## src/rtl/ula_mdu.sv

```systemverilog
// Registered ALU with iterative RV32M-class multiply/divide and a start/ready/done handshake.
// Optional macro ULA_FAST_MUL_EN: single-cycle combinational multiply instead of shift-add.
module ula_mdu #(
  parameter int WIDTH     = 32,
  parameter int LUI_SHIFT = 12
) (
  input  logic             clk,
  input  logic             reset,
  input  logic             start,
  input  logic [4:0]       select_ula,
  input  logic [WIDTH-1:0] data1_in,
  input  logic [WIDTH-1:0] data2_in,
  output logic             ready,
  output logic             done,
  output logic [WIDTH-1:0] data_out,
  output logic             zero,
  output logic             illegal_op
);

  localparam int SW = $clog2(WIDTH);
  localparam logic [SW-1:0] LAST_CNT = SW'(WIDTH - 1);
  localparam logic [WIDTH-1:0] MIN_NEG = {1'b1, {(WIDTH-1){1'b0}}};
`ifdef ULA_FAST_MUL_EN
  localparam bit FAST_MUL = 1'b1;
`else
  localparam bit FAST_MUL = 1'b0;
`endif

  localparam logic [4:0] OP_ADD = 5'h01, OP_SUB = 5'h02, OP_SLL = 5'h03, OP_SLT = 5'h04,
                         OP_SLTU = 5'h05, OP_SRL = 5'h06, OP_SRA = 5'h07, OP_XOR = 5'h08,
                         OP_OR = 5'h09, OP_AND = 5'h0A, OP_LUI = 5'h0B,
                         OP_MUL = 5'h10, OP_MULH = 5'h11, OP_MULHSU = 5'h12, OP_MULHU = 5'h13,
                         OP_DIV = 5'h14, OP_DIVU = 5'h15, OP_REM = 5'h16, OP_REMU = 5'h17;

  typedef enum logic [1:0] {S_IDLE, S_MUL, S_DIV, S_DONE} state_t;

  state_t             state_q, state_d;
  logic [4:0]         op_q, op_d;
  logic [WIDTH-1:0]   a_q, a_d, b_q, b_d, mcand_q, mcand_d, dout_q, dout_d;
  logic [2*WIDTH-1:0] acc_q, acc_d;
  logic [SW-1:0]      cnt_q, cnt_d;
  logic               sa_q, sa_d, sb_q, sb_d, done_q, done_d, zero_q, zero_d, ill_q, ill_d;

  // Acceptance-time decode on the raw inputs
  logic             in_is_mul, in_is_div, in_sa, in_sb, in_div_zero, in_div_ovf;
  logic [WIDTH-1:0] mag_a_in, mag_b_in;
  assign in_is_mul   = (select_ula[4:2] == 3'b100);
  assign in_is_div   = (select_ula[4:2] == 3'b101);
  assign in_sa       = data1_in[WIDTH-1] & (select_ula == OP_MUL || select_ula == OP_MULH ||
                       select_ula == OP_MULHSU || select_ula == OP_DIV || select_ula == OP_REM);
  assign in_sb       = data2_in[WIDTH-1] & (select_ula == OP_MUL || select_ula == OP_MULH ||
                       select_ula == OP_DIV || select_ula == OP_REM);
  assign mag_a_in    = in_sa ? -data1_in : data1_in;
  assign mag_b_in    = in_sb ? -data2_in : data2_in;
  assign in_div_zero = (data2_in == '0);
  assign in_div_ovf  = (select_ula == OP_DIV || select_ula == OP_REM) &&
                       (data1_in == MIN_NEG) && (data2_in == '1);

  // One shift-add / restoring-divide step per cycle on the shared accumulator
  logic [WIDTH:0]     mul_sum, div_shift, div_diff;
  logic [2*WIDTH-1:0] mul_next, div_next, prod_fix, fa, fb, fast_prod;
  logic [WIDTH-1:0]   quo_fix, rem_fix;
  assign mul_sum   = {1'b0, acc_q[2*WIDTH-1:WIDTH]} + (acc_q[0] ? {1'b0, mcand_q} : '0);
  assign mul_next  = {mul_sum, acc_q[WIDTH-1:1]};
  assign div_shift = {acc_q[2*WIDTH-1:WIDTH], acc_q[WIDTH-1]};
  assign div_diff  = div_shift - {1'b0, mcand_q};
  assign div_next  = div_diff[WIDTH] ? {div_shift[WIDTH-1:0], acc_q[WIDTH-2:0], 1'b0}
                                     : {div_diff[WIDTH-1:0], acc_q[WIDTH-2:0], 1'b1};
  assign prod_fix  = (sa_q ^ sb_q) ? -acc_q : acc_q;
  assign quo_fix   = (sa_q ^ sb_q) ? -acc_q[WIDTH-1:0] : acc_q[WIDTH-1:0];
  assign rem_fix   = sa_q ? -acc_q[2*WIDTH-1:WIDTH] : acc_q[2*WIDTH-1:WIDTH];
  assign fa        = {{WIDTH{sa_q}}, a_q};
  assign fb        = {{WIDTH{sb_q}}, b_q};
  assign fast_prod = fa * fb;

  logic [SW-1:0]      shamt;
  logic [2*WIDTH-1:0] mul_full;
  logic [WIDTH-1:0]   final_res;
  logic               final_ill;
  assign shamt    = b_q[SW-1:0];
  assign mul_full = FAST_MUL ? fast_prod : prod_fix;

  always_comb begin
    final_res = '0;
    final_ill = 1'b0;
    case (op_q)
      OP_ADD:  final_res = a_q + b_q;
      OP_SUB:  final_res = a_q - b_q;
      OP_SLL:  final_res = a_q << shamt;
      OP_SLT:  final_res = {{(WIDTH-1){1'b0}}, ($signed(a_q) < $signed(b_q))};
      OP_SLTU: final_res = {{(WIDTH-1){1'b0}}, (a_q < b_q)};
      OP_SRL:  final_res = a_q >> shamt;
      OP_SRA:  final_res = $unsigned($signed(a_q) >>> shamt);
      OP_XOR:  final_res = a_q ^ b_q;
      OP_OR:   final_res = a_q | b_q;
      OP_AND:  final_res = a_q & b_q;
      OP_LUI:  final_res = b_q << LUI_SHIFT;
      OP_MUL:  final_res = mul_full[WIDTH-1:0];
      OP_MULH, OP_MULHSU, OP_MULHU: final_res = mul_full[2*WIDTH-1:WIDTH];
      OP_DIV, OP_DIVU: begin
        if (b_q == '0)                                           final_res = '1;
        else if (op_q == OP_DIV && a_q == MIN_NEG && b_q == '1)  final_res = a_q;
        else                                                     final_res = quo_fix;
      end
      OP_REM, OP_REMU: begin
        if (b_q == '0)                                           final_res = a_q;
        else if (op_q == OP_REM && a_q == MIN_NEG && b_q == '1)  final_res = '0;
        else                                                     final_res = rem_fix;
      end
      default: final_ill = 1'b1;
    endcase
  end

  // DONE spends one cycle registering the result and one cycle presenting done
  always_comb begin
    state_d = state_q;  op_d = op_q;  a_d = a_q;  b_d = b_q;
    sa_d = sa_q;  sb_d = sb_q;  mcand_d = mcand_q;  acc_d = acc_q;  cnt_d = cnt_q;
    done_d = done_q;  dout_d = dout_q;  zero_d = zero_q;  ill_d = ill_q;
    case (state_q)
      S_IDLE: begin
        done_d = 1'b0;
        if (start) begin
          op_d = select_ula;  a_d = data1_in;  b_d = data2_in;
          sa_d = in_sa;  sb_d = in_sb;  cnt_d = '0;
          if (in_is_mul && !FAST_MUL) begin
            mcand_d = mag_a_in;
            acc_d   = {{WIDTH{1'b0}}, mag_b_in};
            state_d = S_MUL;
          end else if (in_is_div && !in_div_zero && !in_div_ovf) begin
            mcand_d = mag_b_in;
            acc_d   = {{WIDTH{1'b0}}, mag_a_in};
            state_d = S_DIV;
          end else begin
            state_d = S_DONE;
          end
        end
      end
      S_MUL: begin
        acc_d = mul_next;
        cnt_d = cnt_q + 1'b1;
        if (cnt_q == LAST_CNT) state_d = S_DONE;
      end
      S_DIV: begin
        acc_d = div_next;
        cnt_d = cnt_q + 1'b1;
        if (cnt_q == LAST_CNT) state_d = S_DONE;
      end
      S_DONE: begin
        if (!done_q) begin
          done_d = 1'b1;
          dout_d = final_res;
          zero_d = (final_res == '0);
          ill_d  = final_ill;
        end else begin
          done_d  = 1'b0;
          state_d = S_IDLE;
        end
      end
      default: state_d = S_IDLE;
    endcase
  end

  always_ff @(posedge clk) begin
    if (reset) begin
      state_q <= S_IDLE;  op_q <= '0;  a_q <= '0;  b_q <= '0;
      sa_q <= 1'b0;  sb_q <= 1'b0;  mcand_q <= '0;  acc_q <= '0;  cnt_q <= '0;
      done_q <= 1'b0;  dout_q <= '0;  zero_q <= 1'b1;  ill_q <= 1'b0;
    end else begin
      state_q <= state_d;  op_q <= op_d;  a_q <= a_d;  b_q <= b_d;
      sa_q <= sa_d;  sb_q <= sb_d;  mcand_q <= mcand_d;  acc_q <= acc_d;  cnt_q <= cnt_d;
      done_q <= done_d;  dout_q <= dout_d;  zero_q <= zero_d;  ill_q <= ill_d;
    end
  end

  assign ready      = (state_q == S_IDLE);
  assign done       = done_q;
  assign data_out   = dout_q;
  assign zero       = zero_q;
  assign illegal_op = ill_q;

endmodule

```

## config.mk

```make
export PLATFORM = sky130hd
export DESIGN_NAME = ula_mdu
export DESIGN_NICKNAME = d
export VERILOG_FILES = /design/src/rtl/ula_mdu.sv
export SDC_FILE = /design/constraint.sdc
export NUM_CORES = 1
export LEC_CHECK = 0
export CAP_MARGIN = 0
export CORE_MARGIN = 10
export CORE_UTILIZATION = 45
export DETAILED_ROUTE_END_ITERATION = 6
export PLACE_DENSITY = 0.7
export REMOVE_ABC_BUFFERS = 1
export SLEW_MARGIN = 10
export SYNTH_ARGS = -nofsm -noshare
export SYNTH_HDL_FRONTEND = slang
export SYNTH_SLANG_ARGS = --single-unit
```

## constraint.sdc

```tcl
create_clock -name clk -period 13.6 [get_ports clk]
set_input_delay 4.08 -clock clk [delete_from_list [all_inputs] [get_ports clk]]
set_output_delay 4.08 -clock clk [all_outputs]
set_load 0.1 [all_outputs]
```

==> results.cfg <==
[status]
outcome = completed

[clocking]
cts_made_buffers = 25
cts_tree = built
cts_sinks = 209
clkLatencyLatePin_ns = 0.61
postCtsSetupBuffers = 0
hold_buffers = 0
h-tree-depth = 1
ctsRootBufferMaster = clkbuf_16
clkTransAtPathRegs_ns = 0.06
clockBufferDepth = 3
post_cts_resized = 0

[synthesis]
syn_area_per_cell_um2 = 7.07
netlist_instances = 3886
synth_edf_count = 0
synth_top_family_by_area = compound AO/OA/AOI/OAI gates
muxShareOfSynthArea_pct = 9.15
yosysWarningCount = 0
synthArstFlopShare_pct = 0
synthSimpleGateAreaFrac_pct = 23.4
ys_types = 99
synth_xor_area_share_pct = 6.79
syn_area_um2 = 27500
synth-compound-area-share_pct = 29.4
synth-seq-cells = 209
ys_seq_area_share_pct = 15.2
synth_ff_type = dfxtp_1
synth_fa_ha_area_share_pct = 8.81

[timing]
fmax_mhz = 119
setup_violations = 0
setup_tns_ns = 0
rsz0062_at_grt = false
finalCriticalPeriod_ns = 8.38
fin_crit_sh_pct = 61.6
slew_viol_final = 0
fin_ws_ns = 5.22
finalHoldViolCount = 0
tightest_slew_ns = 1.21
holdWs_ns = 0.456
clock_skew_ns = 0.0362
max-slew-margin-rel_pct = 19.3

[worst_setup_path]
start_kind = input port
arrival_ns = 8.85
crit_required_ns = 14.07
path_class = in -> reg
rrSetupSlack_ns = 7.00
worstSetupEndpointType = flip-flop
cp_max_fo = 69

[place]
dp_hpwl_um = 117000
port_buffers = 107
dp.cells = 4546
place.gp.congestion = 1.12
dpl_worst_slack_ns = 4.73

[global_routing]
grt_use_total_pct = 40.5
grt_max_degree = 82
overflow = 0
grt_pass1_vias = 29036
grt_pass1_wl_um = 213000
antenna_found_initial = 10

[cells_and_area]
fillers = 6089
final_nets = 4054
final_cells = 4592
syn_to_final_growth_pct = 9.16
post-route-util_pct = 49.7
drive_above_1_share_pct = 7.48

[die]
num_io_pins = 108
dieHeight_um = 267
die_w_um = 267
rows = 90
start_util_pct = 45.5
die-area_um2 = 71300
coreArea_um2 = 60400

[pwr]
clock_power_share_pct = 15.0
p_int_mw = 2.09
ir_drop_v = 0.000139
p_per_area_nw_per_um2 = 159
p_sw_mw = 2.68
pwr-share-comb_pct = 65.3
seqPwrFrac_pct = 19.7
p_sw_share_pct = 56.2
power.leakage_nw = 11.3

[route]
via_per_inst = 7.01
dr_wl_met3_um = 21000
wl_met2_um = 58400
routed.top_layer = met5
wire_per_inst_um = 32.8
drc_errors = 0
met1_length_um = 59900
drt-initial-drc-count = 5856
firstDrtPassIters = 6
num_vias = 32193
postRouteAntennaNets = 0
drt_wl_total_um = 151000

[hold_path]
holdCritPathClass = reg -> reg

[flow_run]
maxCapViolCount = 0
==> cells in the final DEF (no fill, tap or decap), drive strengths merged, types with 102 or more instances in the layout <==
master / Yosys / layout
nor2: 421 / 421
nand2: 416 / 416
a21oi: 354 / 354
o21ai: 212 / 212
dfxtp: 209 / 209
ha: 187 / 187
inv: 161 / 164
mux2i: 124 / 124
buf: 67 / 112
xnor2: 111 / 111
a211oi: 110 / 110
clkdlybuf4s50: 0 / 106
xor2: 102 / 102
==> layout make-up <==
cell class | count | area [um2] | area share (%)
multi-input cells | 3175 | 21400 | 71.5
clock inverters | 16 | 173 | 0.576
diodes | 2 | 5.00 | 0.0167
inverters | 162 | 608 | 2.03
flip-flops and latches | 209 | 4200 | 14.0
well taps | 782 | 978 | 3.26
clock buffers | 28 | 678 | 2.26
repair buffers | 218 | 1910 | 6.36
==> power groups by stage <==
stage / clock network [mW] / registers (mW) / logic (mW)
finish: 0.718 / 0.938 / 3.12
global route: 0.740 / 0.946 / 3.25
CTS: 0.717 / 0.922 / 2.97
detailed placement: 0 / 0.935 / 2.96
global placement: 0 / 0.933 / 2.96
floorplan: 0 / 1.04 / 1.74
==> Yosys cell counts, types with 11 or more instances <==
| library cell | instances | area share (%) |
|---|---|---|
| o21bai_1 | 21 | 0.57 |
| nand3_1 | 61 | 1.1 |
| xor2_1 | 102 | 3.3 |
| o221ai_1 | 24 | 0.77 |
| nand4_1 | 46 | 1.0 |
| mux4_2 | 47 | 3.9 |
| nor4_1 | 49 | 1.1 |
| a22oi_1 | 83 | 2.3 |
| a211oi_1 | 110 | 3.0 |
| buf_1 | 24 | 0.33 |
| a31oi_1 | 46 | 1.0 |
| nor2b_1 | 24 | 0.55 |
| and3_1 | 22 | 0.50 |
| or3_1 | 32 | 0.73 |
| o21a_1 | 13 | 0.36 |
| ha_1 | 187 | 8.5 |
| nor3_1 | 95 | 1.7 |
| o2111ai_1 | 17 | 0.54 |
| a221oi_1 | 26 | 0.83 |
| o21ai_0 | 208 | 3.8 |
| a21o_1 | 56 | 1.5 |
| nand2_1 | 416 | 5.7 |
| o22ai_1 | 29 | 0.66 |
| mux2_2 | 19 | 0.78 |
| inv_1 | 161 | 2.2 |
| buf_2 | 37 | 0.67 |
| a211o_1 | 12 | 0.38 |
| xnor2_1 | 111 | 3.5 |
| or4_1 | 32 | 0.87 |
| mux2i_1 | 124 | 4.5 |
| nor2_1 | 421 | 5.8 |
| and4_1 | 11 | 0.35 |
| a21oi_1 | 353 | 6.4 |
| a32oi_1 | 12 | 0.38 |
| o31a_1 | 11 | 0.35 |
| and2_1 | 30 | 0.68 |
| dfxtp_1 | 209 | 15 |
| o211ai_1 | 30 | 0.82 |
| a2111oi_0 | 13 | 0.41 |
| o41ai_1 | 17 | 0.54 |
| or2_2 | 16 | 0.36 |
| nand2b_1 | 41 | 0.93 |
| clkbuf_1 | 272 | 3.7 |
| o31ai_1 | 41 | 1.1 |
==> worst paths after layout <==
check | from | end | cells past startpoint
worst max register to register | b_q[6]$_SDFFE_PP0P_ | zero$_SDFFE_PP1P_ | 14
worst max-delay path | data1_in[17] | acc_q[63]$_SDFFE_PP0P_ | 15
worst min register to register | a_q[6]$_SDFFE_PP0P_ | a_q[6]$_SDFFE_PP0P_ | 2
worst min-delay path | a_q[6]$_SDFFE_PP0P_ | a_q[6]$_SDFFE_PP0P_ | 2
==> registers in the layout, summed over array words and instances, names as in the netlist <==
register / cells
data_out: 32
state_q: 2
op_q: 5
zero: 1
sa_q: 1
a_q: 32
b_q: 32
illegal_op: 1
done: 1
acc_q: 64
cnt_q: 5
sb_q: 1
mcand_q: 32
==> critical path: stages <==
cell and delay [ns]:
clkdlybuf4s50_1 0.51, or4_1 0.61, nor4_1 0.35, nand2b_1 0.16, nor3_1 0.29, or3b_2 0.49
or3_1 0.36, o31ai_1 0.12, a211o_1 0.23, a21oi_4 0.06, buf_4 0.34, and4_1 0.67
o21ai_0 0.21, a21oi_1 0.06, a211o_1 0.27
==> stage by stage <==
step	instance area [um2]	power, mW
4_1_cts	30000	4.61
3_3_place_gp	29100	3.89
6_report	30000	4.77
5_1_grt	30000	4.93
2_1_floorplan	26100	2.78
3_5_place_dp	29100	3.89
==> routing by layer <==
layer	global-route usage [%]	vias up
met3	13.4	457
met2	55.7	2400
met4	24.7	12
li1	-	14066
met5	0	-
met1	53.6	15258
==> logic make-up (layout without fill, tap and decap cells) <==
family / count (synthesis) / count (layout)
xor gates and xnor gates: 213 / 213
AOI/OAI and AO/OA: 1222 / 1222
DFF: 209 / 209
adders and majority gates: 191 / 191
buffers and inverters: 502 / 424
muxes: 190 / 190
and+or+nand+nor: 1359 / 1359
other: 0 / 2
Note: power is estimated with default switching activity, not from simulation.
